--- config.mk ---
export PLATFORM = sky130hd
export DESIGN_NAME = dmem_arbiter
export DESIGN_NICKNAME = d
export VERILOG_FILES = /design/src/rtl/dmem_pkg.sv /design/src/rtl/dmem_rr_arb.sv /design/src/rtl/dmem_arbiter.sv
export SDC_FILE = /design/constraint.sdc
export NUM_CORES = 1
export LEC_CHECK = 0
export BUFFER_PORTS_ARGS = -buffer_cell sky130_fd_sc_hd__buf_2
export CORE_MARGIN = 2
export CORE_UTILIZATION = 55
export DETAILED_ROUTE_END_ITERATION = 6
export PLACE_DENSITY = 0.89
export SYNTH_ARGS = -nofsm -noshare
export SYNTH_HDL_FRONTEND = slang
export SYNTH_SLANG_ARGS = --single-unit
--- constraint.sdc ---
create_clock -name clk -period 6 [get_ports clk]
set_input_delay 0.3 -clock clk [delete_from_list [all_inputs] [get_ports clk]]
set_output_delay 0.3 -clock clk [all_outputs]
set_load 0.02 [all_outputs]
--- src/rtl/dmem_pkg.sv ---
// Shared types for the data-memory arbiter: access size codes, FSM states,
// the latched response record and the request classifier.
package dmem_pkg;

    localparam logic [1:0] SZ_BYTE = 2'b00;
    localparam logic [1:0] SZ_HALF = 2'b01;
    localparam logic [1:0] SZ_WORD = 2'b10;
    localparam logic [1:0] SZ_ILL  = 2'b11;

    typedef enum logic [1:0] {
        ST_IDLE = 2'd0,
        ST_ACC1 = 2'd1,
        ST_ACC2 = 2'd2,
        ST_RESP = 2'd3
    } state_e;

    typedef enum logic [1:0] {
        CL_SINGLE = 2'd0,
        CL_SPLIT  = 2'd1,
        CL_ERR    = 2'd2
    } class_e;

    // Everything the response phase needs to know about the granted request.
    typedef struct packed {
        logic port;
        logic we;
        logic split;
        logic err;
    } rsp_rec_t;

    function automatic class_e classify(input logic [1:0] size, input logic [1:0] offs);
        if (size == SZ_ILL || (size == SZ_WORD && offs != 2'b00)) return CL_ERR;
        if (size == SZ_HALF && offs == 2'b11) return CL_SPLIT;
        return CL_SINGLE;
    endfunction

endpackage

--- src/rtl/dmem_rr_arb.sv ---
// Two-way grant for the dmem port: round-robin on contention when RR_EN=1,
// otherwise port 0 always wins. rr_last remembers the most recent winner.
module dmem_rr_arb #(
    parameter int RR_EN = 1
) (
    input  logic clk,
    input  logic rst,
    input  logic en,
    input  logic req0,
    input  logic req1,
    output logic gnt0,
    output logic gnt1
);

    logic rr_last_q, rr_last_d;

    // NOTE: every output and next-state value gets a default first, so no path
    // through the block leaves a signal unassigned and no latch is inferred.
    always_comb begin
        gnt0      = 1'b0;
        gnt1      = 1'b0;
        rr_last_d = rr_last_q;
        if (en) begin
            if (req0 && req1) begin
                if ((RR_EN != 0) && !rr_last_q) gnt1 = 1'b1;
                else                            gnt0 = 1'b1;
            end else if (req0) begin
                gnt0 = 1'b1;
            end else if (req1) begin
                gnt1 = 1'b1;
            end
        end
        if (gnt0)      rr_last_d = 1'b0;
        else if (gnt1) rr_last_d = 1'b1;
    end

    // Reset value 1 means "port 1 went last", so port 0 is favoured first.
    // NOTE: state registers use non-blocking assignment so every flop samples
    // its pre-edge inputs regardless of statement order.
    always_ff @(posedge clk or negedge rst) begin
        if (!rst) rr_last_q <= 1'b1;
        else      rr_last_q <= rr_last_d;
    end

endmodule

--- src/rtl/dmem_arbiter.sv ---
// Shares the single dmem port between the load/store unit (port 0) and the
// debug loader (port 1); splits word-straddling halfwords, rejects bad sizes.
module dmem_arbiter
    import dmem_pkg::*;
#(
    parameter int ADDR_W = 32,
    parameter int RR_EN  = 1
) (
    input  logic              clk,
    input  logic              rst,
    input  logic              req0,
    input  logic              req1,
    input  logic              we0,
    input  logic              we1,
    input  logic [ADDR_W-1:0] addr0,
    input  logic [ADDR_W-1:0] addr1,
    input  logic [31:0]       wd0,
    input  logic [31:0]       wd1,
    input  logic [1:0]        be0,
    input  logic [1:0]        be1,
    output logic              gnt0,
    output logic              gnt1,
    output logic              rsp_valid0,
    output logic              rsp_valid1,
    output logic              rsp_err0,
    output logic              rsp_err1,
    output logic [31:0]       rsp_rd,
    output logic              dmem_we,
    output logic [ADDR_W-1:0] dmem_a,
    output logic [31:0]       dmem_wd,
    output logic [1:0]        dmem_be,
    input  logic [31:0]       dmem_rd
);

    state_e            state_q, state_d;
    rsp_rec_t          rec_q, rec_d;
    logic [ADDR_W-1:0] addr_q, addr_d;
    logic [7:0]        wd_hi_q, wd_hi_d;
    logic [31:0]       word0_q, word0_d;
    logic [7:0]        word1_q, word1_d;
    logic [ADDR_W-1:0] dmem_a_q, dmem_a_d;
    logic [31:0]       dmem_wd_q, dmem_wd_d;
    logic [1:0]        dmem_be_q, dmem_be_d;

    logic              grant_en;
    logic              sel_port;
    logic              sel_we;
    logic [ADDR_W-1:0] sel_addr;
    logic [31:0]       sel_wd;
    logic [1:0]        sel_be;
    class_e            sel_cls;

    // Grants are held off while reset is asserted so none can leak out.
    assign grant_en = (state_q == ST_IDLE) && rst;

    dmem_rr_arb #(.RR_EN(RR_EN)) u_arb (
        .clk  (clk),
        .rst  (rst),
        .en   (grant_en),
        .req0 (req0),
        .req1 (req1),
        .gnt0 (gnt0),
        .gnt1 (gnt1)
    );

    assign sel_port = gnt1;
    assign sel_we   = sel_port ? we1   : we0;
    assign sel_addr = sel_port ? addr1 : addr0;
    assign sel_wd   = sel_port ? wd1   : wd0;
    assign sel_be   = sel_port ? be1   : be0;
    assign sel_cls  = classify(sel_be, sel_addr[1:0]);

    always_comb begin
        state_d   = state_q;
        rec_d     = rec_q;
        addr_d    = addr_q;
        wd_hi_d   = wd_hi_q;
        word0_d   = word0_q;
        word1_d   = word1_q;
        dmem_a_d  = dmem_a_q;
        dmem_wd_d = dmem_wd_q;
        dmem_be_d = dmem_be_q;
        unique case (state_q)
            ST_IDLE: begin
                if (gnt0 || gnt1) begin
                    rec_d.port  = sel_port;
                    rec_d.we    = sel_we;
                    rec_d.split = (sel_cls == CL_SPLIT);
                    rec_d.err   = (sel_cls == CL_ERR);
                    addr_d      = sel_addr;
                    wd_hi_d     = sel_wd[15:8];
                    if (sel_cls == CL_ERR) begin
                        state_d = ST_RESP;
                    end else begin
                        // The dmem bus is loaded one edge early so it is
                        // already stable for the whole ACC1 cycle.
                        dmem_a_d = sel_addr;
                        if (sel_cls == CL_SPLIT) begin
                            dmem_be_d = SZ_BYTE;
                            dmem_wd_d = {24'b0, sel_wd[7:0]};
                        end else begin
                            dmem_be_d = sel_be;
                            dmem_wd_d = sel_wd;
                        end
                        state_d = ST_ACC1;
                    end
                end
            end
            ST_ACC1: begin
                word0_d = dmem_rd;
                if (rec_q.split) begin
                    dmem_a_d  = addr_q + ADDR_W'(1);
                    dmem_be_d = SZ_BYTE;
                    dmem_wd_d = {24'b0, wd_hi_q};
                    state_d   = ST_ACC2;
                end else begin
                    state_d = ST_RESP;
                end
            end
            ST_ACC2: begin
                word1_d = dmem_rd[7:0];
                state_d = ST_RESP;
            end
            ST_RESP: begin
                state_d = ST_IDLE;
            end
            default: state_d = ST_IDLE;
        endcase
    end

    always_ff @(posedge clk or negedge rst) begin
        if (!rst) begin
            state_q   <= ST_IDLE;
            rec_q     <= '0;
            addr_q    <= '0;
            wd_hi_q   <= '0;
            word0_q   <= '0;
            word1_q   <= '0;
            dmem_a_q  <= '0;
            dmem_wd_q <= '0;
            dmem_be_q <= SZ_WORD;
        end else begin
            state_q   <= state_d;
            rec_q     <= rec_d;
            addr_q    <= addr_d;
            wd_hi_q   <= wd_hi_d;
            word0_q   <= word0_d;
            word1_q   <= word1_d;
            dmem_a_q  <= dmem_a_d;
            dmem_wd_q <= dmem_wd_d;
            dmem_be_q <= dmem_be_d;
        end
    end

    // Write enable is decoded from state so an async reset kills it at once.
    assign dmem_we = rec_q.we && (state_q == ST_ACC1 || state_q == ST_ACC2);
    assign dmem_a  = dmem_a_q;
    assign dmem_wd = dmem_wd_q;
    assign dmem_be = dmem_be_q;

    assign rsp_valid0 = (state_q == ST_RESP) && !rec_q.port;
    assign rsp_valid1 = (state_q == ST_RESP) &&  rec_q.port;
    assign rsp_err0   = rsp_valid0 && rec_q.err;
    assign rsp_err1   = rsp_valid1 && rec_q.err;

    // A split load reassembles byte 3 of the first word and byte 0 of the next.
    always_comb begin
        rsp_rd = '0;
        if (state_q == ST_RESP && !rec_q.we && !rec_q.err) begin
            rsp_rd = rec_q.split ? {16'b0, word1_q, word0_q[31:24]} : word0_q;
        end
    end

endmodule

**Yosys cells after proc, flatten, opt, wreduce, memory -nomap -nowiden**

Cells that the tools add are included.

- $add $sub $neg: 1
- Equal/unequal tests: 12
- Mux-type cells: 42
- Reductions and logical operators: 23

Operators with widths:

| cell | number |
|---|---|
| $mux W32 | 11 |
| $pmux W32 S2 | 2 |
| $add A32 B1 Y32 const B | 1 |
| $mux W2 | 11 |
| $mux W1 | 16 |
| $eq A2 B2 Y1 const B | 6 |
| $logic_and A1 B1 Y1 | 11 |
| $pmux W2 S4 | 1 |
| $eq A2 B1 Y1 const B | 3 |
| $reduce_bool A2 Y1 | 3 |
| $ne A2 B2 Y1 const B | 2 |
| $pmux W2 S2 | 1 |
| $reduce_and A4 Y1 | 1 |
| $logic_not A1 Y1 | 3 |
| $logic_or A1 B1 Y1 | 3 |
| $logic_not A2 Y1 | 1 |
| $ne A2 B1 Y1 const B | 1 |
| $reduce_and A2 Y1 | 1 |

- Register bits: 153
- Output and inout port bits: 105
- Logic and storage cells: 91

**Depth between registers and ports, before layout**

- Depth after elaboration: 17
- Mapped depth: 10
- Gate-level depth less buffers: 7

**By module**

Synthesis repeated with hierarchy kept, for this count alone.

- Cells, all modules: 775
- Area total of the unflattened synthesis: 7,830.0 µm²

Modules (own cells, without submodules):

| module | times used | cells an instance | area each (µm²) | sequential area each (µm²) |
|---|---|---|---|---|
| dmem_arbiter | 1 | 767 | 7,767.4 | 3,804.9 |
| dmem_rr_arb | 1 | 8 | 62.6 | 26.3 |

**Least setup slack after synthesis**

OpenSTA, ideal clock, no wires.

- Path type: reg-to-reg
- Start: register state_q[0]
- End: register dmem_a_q[0], in the netlist dmem_a[0]
- Setup time: 0.125 ns
- Data arrival time: 2.393 ns
- Data required time: 5.875 ns
- Path slack: 3.482 ns
- Cell stages (with the launch flop): 8
- Buffers on the path: 1
- Path through: dfrtp_1 > inv_1 > ha_1 > and3_1 > a21oi_1 > o41ai_2 > buf_2 > mux2_2

- Longest elaborated chain between the ends: 13

Ends and longest elaborated chain:

| item | line | RTL |
|---|---|---|
| start, declared | dmem_arbiter.sv:35 | `state_e state_q, state_d;` |
| start signal, assigned | dmem_arbiter.sv:143 | `state_q <= state_d;` |
| $logic_not A2 Y1 | dmem_arbiter.sv:54, dmem_arbiter.sv:83 |  |
| $logic_and A1 B1 Y1 | dmem_arbiter.sv:54 | `assign grant_en = (state_q == ST_IDLE) && rst;` |
| $mux W1 | dmem_rr_arb.sv:23 | `if (en) begin` |
| $mux W2 / $mux W32 (equally long branches) | dmem_arbiter.sv:70, dmem_arbiter.sv:68 |  |
| $eq A2 B1 Y1 / $eq A2 B2 Y1 (equally long branches) | dmem_pkg.sv:33 | `if (size == SZ_HALF && offs == 2'b11) return CL_SPLIT;` |
| $logic_and A1 B1 Y1 | dmem_pkg.sv:33 |  |
| $mux W1 (2 in series) | dmem_pkg.sv:33 |  |
| $mux W2 | dmem_pkg.sv:34 | `return CL_SINGLE;` |
| $mux W2 | dmem_pkg.sv:33 |  |
| $eq A2 B2 Y1 | dmem_arbiter.sv:92 | `if (sel_cls == CL_ERR) begin` |
| $ne A2 B2 Y1 (no source line) | - |  |
| $reduce_and A4 Y1 (no source line) | - |  |
| end signal, assigned | dmem_arbiter.sv:149 | `dmem_a_q <= dmem_a_d;` |
| end, declared | dmem_arbiter.sv:41 | `logic [ADDR_W-1:0] dmem_a_q, dmem_a_d;` |

Parallel ways exist; a longest one is shown, timed or not. The select of a mux whose other input is x is not followed.
A chain may end at the register's enable or synchronous reset.

**Worst setup path in the final report**

- Start: input port rst
- End: output port gnt1

- Longest elaborated chain between the ends: 2

Ends and longest elaborated chain:

| item | line | RTL |
|---|---|---|
| start, declared | dmem_arbiter.sv:10 | `input logic rst,` |
| $logic_and A1 B1 Y1 | dmem_arbiter.sv:54 |  |
| $mux W1 | dmem_rr_arb.sv:23 |  |
| end, declared | dmem_arbiter.sv:22 | `output logic gnt1,` |

No other way between the ends.

==> run summary <==
Adder-Cell Fraction of Synth Area - 0.929%
Slew @ Worst Pin - 1060 ps
Maximum vdd drop - 0.336 mV
Row count - 44
Min cycle time layout - 3580 ps
P_leak - 5.10 nW
Post-synthesis cell count - 778
I/O Buffers - 274
Slowest CP cell - buf_6
Final hold viol count - 0
Compound-Gate Fraction of Synth Area - 13.2%
Max cap viols - 0
Initial antenna violation count - 4
Congestion Overflow GR - 0
Critical Path Max Stage Delay - 600 ps
Worst-path maximum fanout - 92
HP Class - in2reg
Net Sw Power - 2.14 mW
Critical path type - in2out
Area growth, synth to finish - 25.3%
Most used DFF post-synth - dfrtp_1
Power Total - 5.25 mW
Warnings, synthesis - 0
Simple-gate share of the synthesized area - 14.5%
PwrDens - 519 nW/um^2
CTS sink count - 153
Share of layout cells above drive strength 1 - 38.2%
CTS tree - built
Clk pin slew, worst setup/hold paths - 60 ps
Die height - 125 um
Rel. slew slack - 29.6%
Die footprint - 15700 um^2
Vias/cell - 5.80
Clock share of power - 21.0%
Vias in the first global route - 6955
Setup WS post-layout - 2420 ps
FMAX - 0.280 GHz
FF+latch count, synth - 153
RSZ-0062 raised after global routing - false
Netlist cell types - 58
Register area - 3830 um^2
Status - complete, no violations
Pre-CTS setup slack - 2640 ps
XOR/XNOR Fraction of Synth Area - 1.30%
Final ANT Viol Nets - 0
Overall Global Routing Usage - 28.4%
CTS root buffer - clkbuf_16
Drt first pass iters - 5
Seq/Total Area, Yosys - 47.4%
Largest net degree at the start of global routing - 94
Async SR Flop Fraction - 100%
DRT Wirelength - 22.2 mm
Logic pwr share - 42.0%
Core ar. - 14400 um^2
Maximum root-to-sink buffer count - 2
DR iter-0 viols - 589
I/O pins - 275
Most common cell after layout, fill and taps aside - buf_2
First-pass GRT wire length - 35.7 mm
Fin. max-slew vios - 0
Crit path cell chain - dlygate4sd3_1 > buf_6 > and3_1 > nand2_4 > buf_4 > inv_1 > buf_2
Die Wd - 125 um
Final setup fails - 0
Post-CTS Repair Setup Buffers - 0
WL/cell - 18.1 um
Flop pwr share - 37.0%
Worst Path Required - 5700 ps
Startpoint Class - input pin
Residual DRC count - 0
Mapped Nets - 954
Critical path endpoint category - output port
TNS Setup - 0 ps
Filler instances - 1094
Initial Utilization - 56.0%
Multi-input gate area - 3990 um^2
Max Clock Skew - 17.0 ps
Highest-count cells in the layout ignoring fill and taps - buf_2, dfrtp_1, nand2_1
Clk_lat worst skew - 430 ps
Mean Syn Cell Area - 10.4 um^2
Cts bufs inserted - 17
Post-synth design cell area - 8080 um^2
Routability cong. - 0.891
Period utilisation layout - 59.6%
CP arrival - 3280 ps
H-tree levels - 4
Util after Layout - 70.2%
Number of synthesized flops with an enable pin - 0
Sw frac - 40.7%
Internal power - 3.11 mW
Mux cell area share after synthesis - 18.9%
Fin nets - 1201
Via count - 7101
Largest family of logic cells by synthesized area - multiplexers
Post-DP HPWL - 15.8 mm
## through the flow
stage,cells,area [um^2],hold slack (ps)
3_3_place_gp,1189,9500,417
2_1_floorplan,778,8080,4.41
6_report,1224,10100,98.5
4_1_cts,1222,10100,97.4
5_1_grt,1222,10100,95.1
3_5_place_dp,1189,9500,425
## power groups by stage
stage	clock, mW	combinational [mW]	sequential, mW
global route	1.16	2.40	2.01
detailed placement	0	2.20	1.95
finish	1.11	2.20	1.94
global placement	0	2.13	1.93
floorplan	0	1.33	2.10
CTS	1.12	2.22	1.94
## final cells by class
type	instances	share of cell area, %
flip-flops and latches	153	37.8
clock buffers	19	4.37
clock inverters	13	1.68
repair buffers	281	14.1
diodes	2	0.0494
well taps	184	2.27
inverters	8	0.296
multi-input cells	564	39.4
## logic make-up after synthesis
group,after synthesis
AO/OA/AOI/OAI,166
XOR/XNOR,12
adder cells (fa/ha/maj),6
buffers and inverters,61
flip-flops,153
multiplexers,144
AND/OR/NAND/NOR,236
## layer usage
layer | track usage (%) | vias up | wire [um]
met1 | 35.0 | 3381 | 8740
met2 | 47.5 | 339 | 10900
met4 | 11.0 | 4 | 632
li1 | - | 3334 | -
met3 | 8.30 | 43 | 1870
met5 | 0 | - | 21
## synthesized netlist by cell type, types with 5 or more instances
cell	count	area [um^2]
xor2_1	5	43.8
buf_6	5	56.3
o21ai_0	64	320
a21oi_1	21	105
nor3_1	6	30.0
a211oi_1	8	60.1
nand2_1	100	375
mux2_2	72	811
and3_1	13	81.3
nand3_1	16	80.1
o31ai_1	40	300
nand4_1	13	81.3
a21o_1	9	67.6
nor4_1	5	31.3
or4_1	8	60.1
a311oi_1	9	78.8
buf_2	5	25.0
inv_1	7	26.3
mux2i_1	72	721
clkbuf_1	36	135
and2_1	27	169
dfrtp_1	151	3780
xnor2_1	7	61.3
nor2_1	31	116
ha_1	6	75.1
## critical path: cells and delay by family
family        cells  cell delay (ps)
simple gates      2              930
buf+inv           5             1910
## path summary, 6_finish.rpt
check | startpoint | to | slack, ps | cells after the start
max | rst | gnt1 | 2420 | 7
min | dmem_rd[16] | word0_q[16] | 100 | 2
max reg2reg | state_q[0] | dmem_a[19] | 2740 | 8
min reg2reg | dmem_wd[9] | dmem_wd[9] | 470 | 2
max in group asynchronous | rst | dmem_a[24] | 4060 | 3
min in group asynchronous | rst | addr_q[12] | 500 | 2
## state kept, by name, summed over array words and instances (netlist names)
signal,count
word1_q,8
state_q,2
u_arb.rr_last_q,1
dmem_be,2
dmem_a,32
rec_q,4
word0_q,32
wd_hi_q,8
dmem_wd,32
addr_q,32
## timing repair
item | 4_1_cts | 5_1_grt
endpoints found under the setup margin | 0 | 0
resized for setup | 0 | 0
hold buffers | 1 | 0
hold endpoints to repair | 48 | 0
No activity file was read; power rests on OpenSTA's default activity.
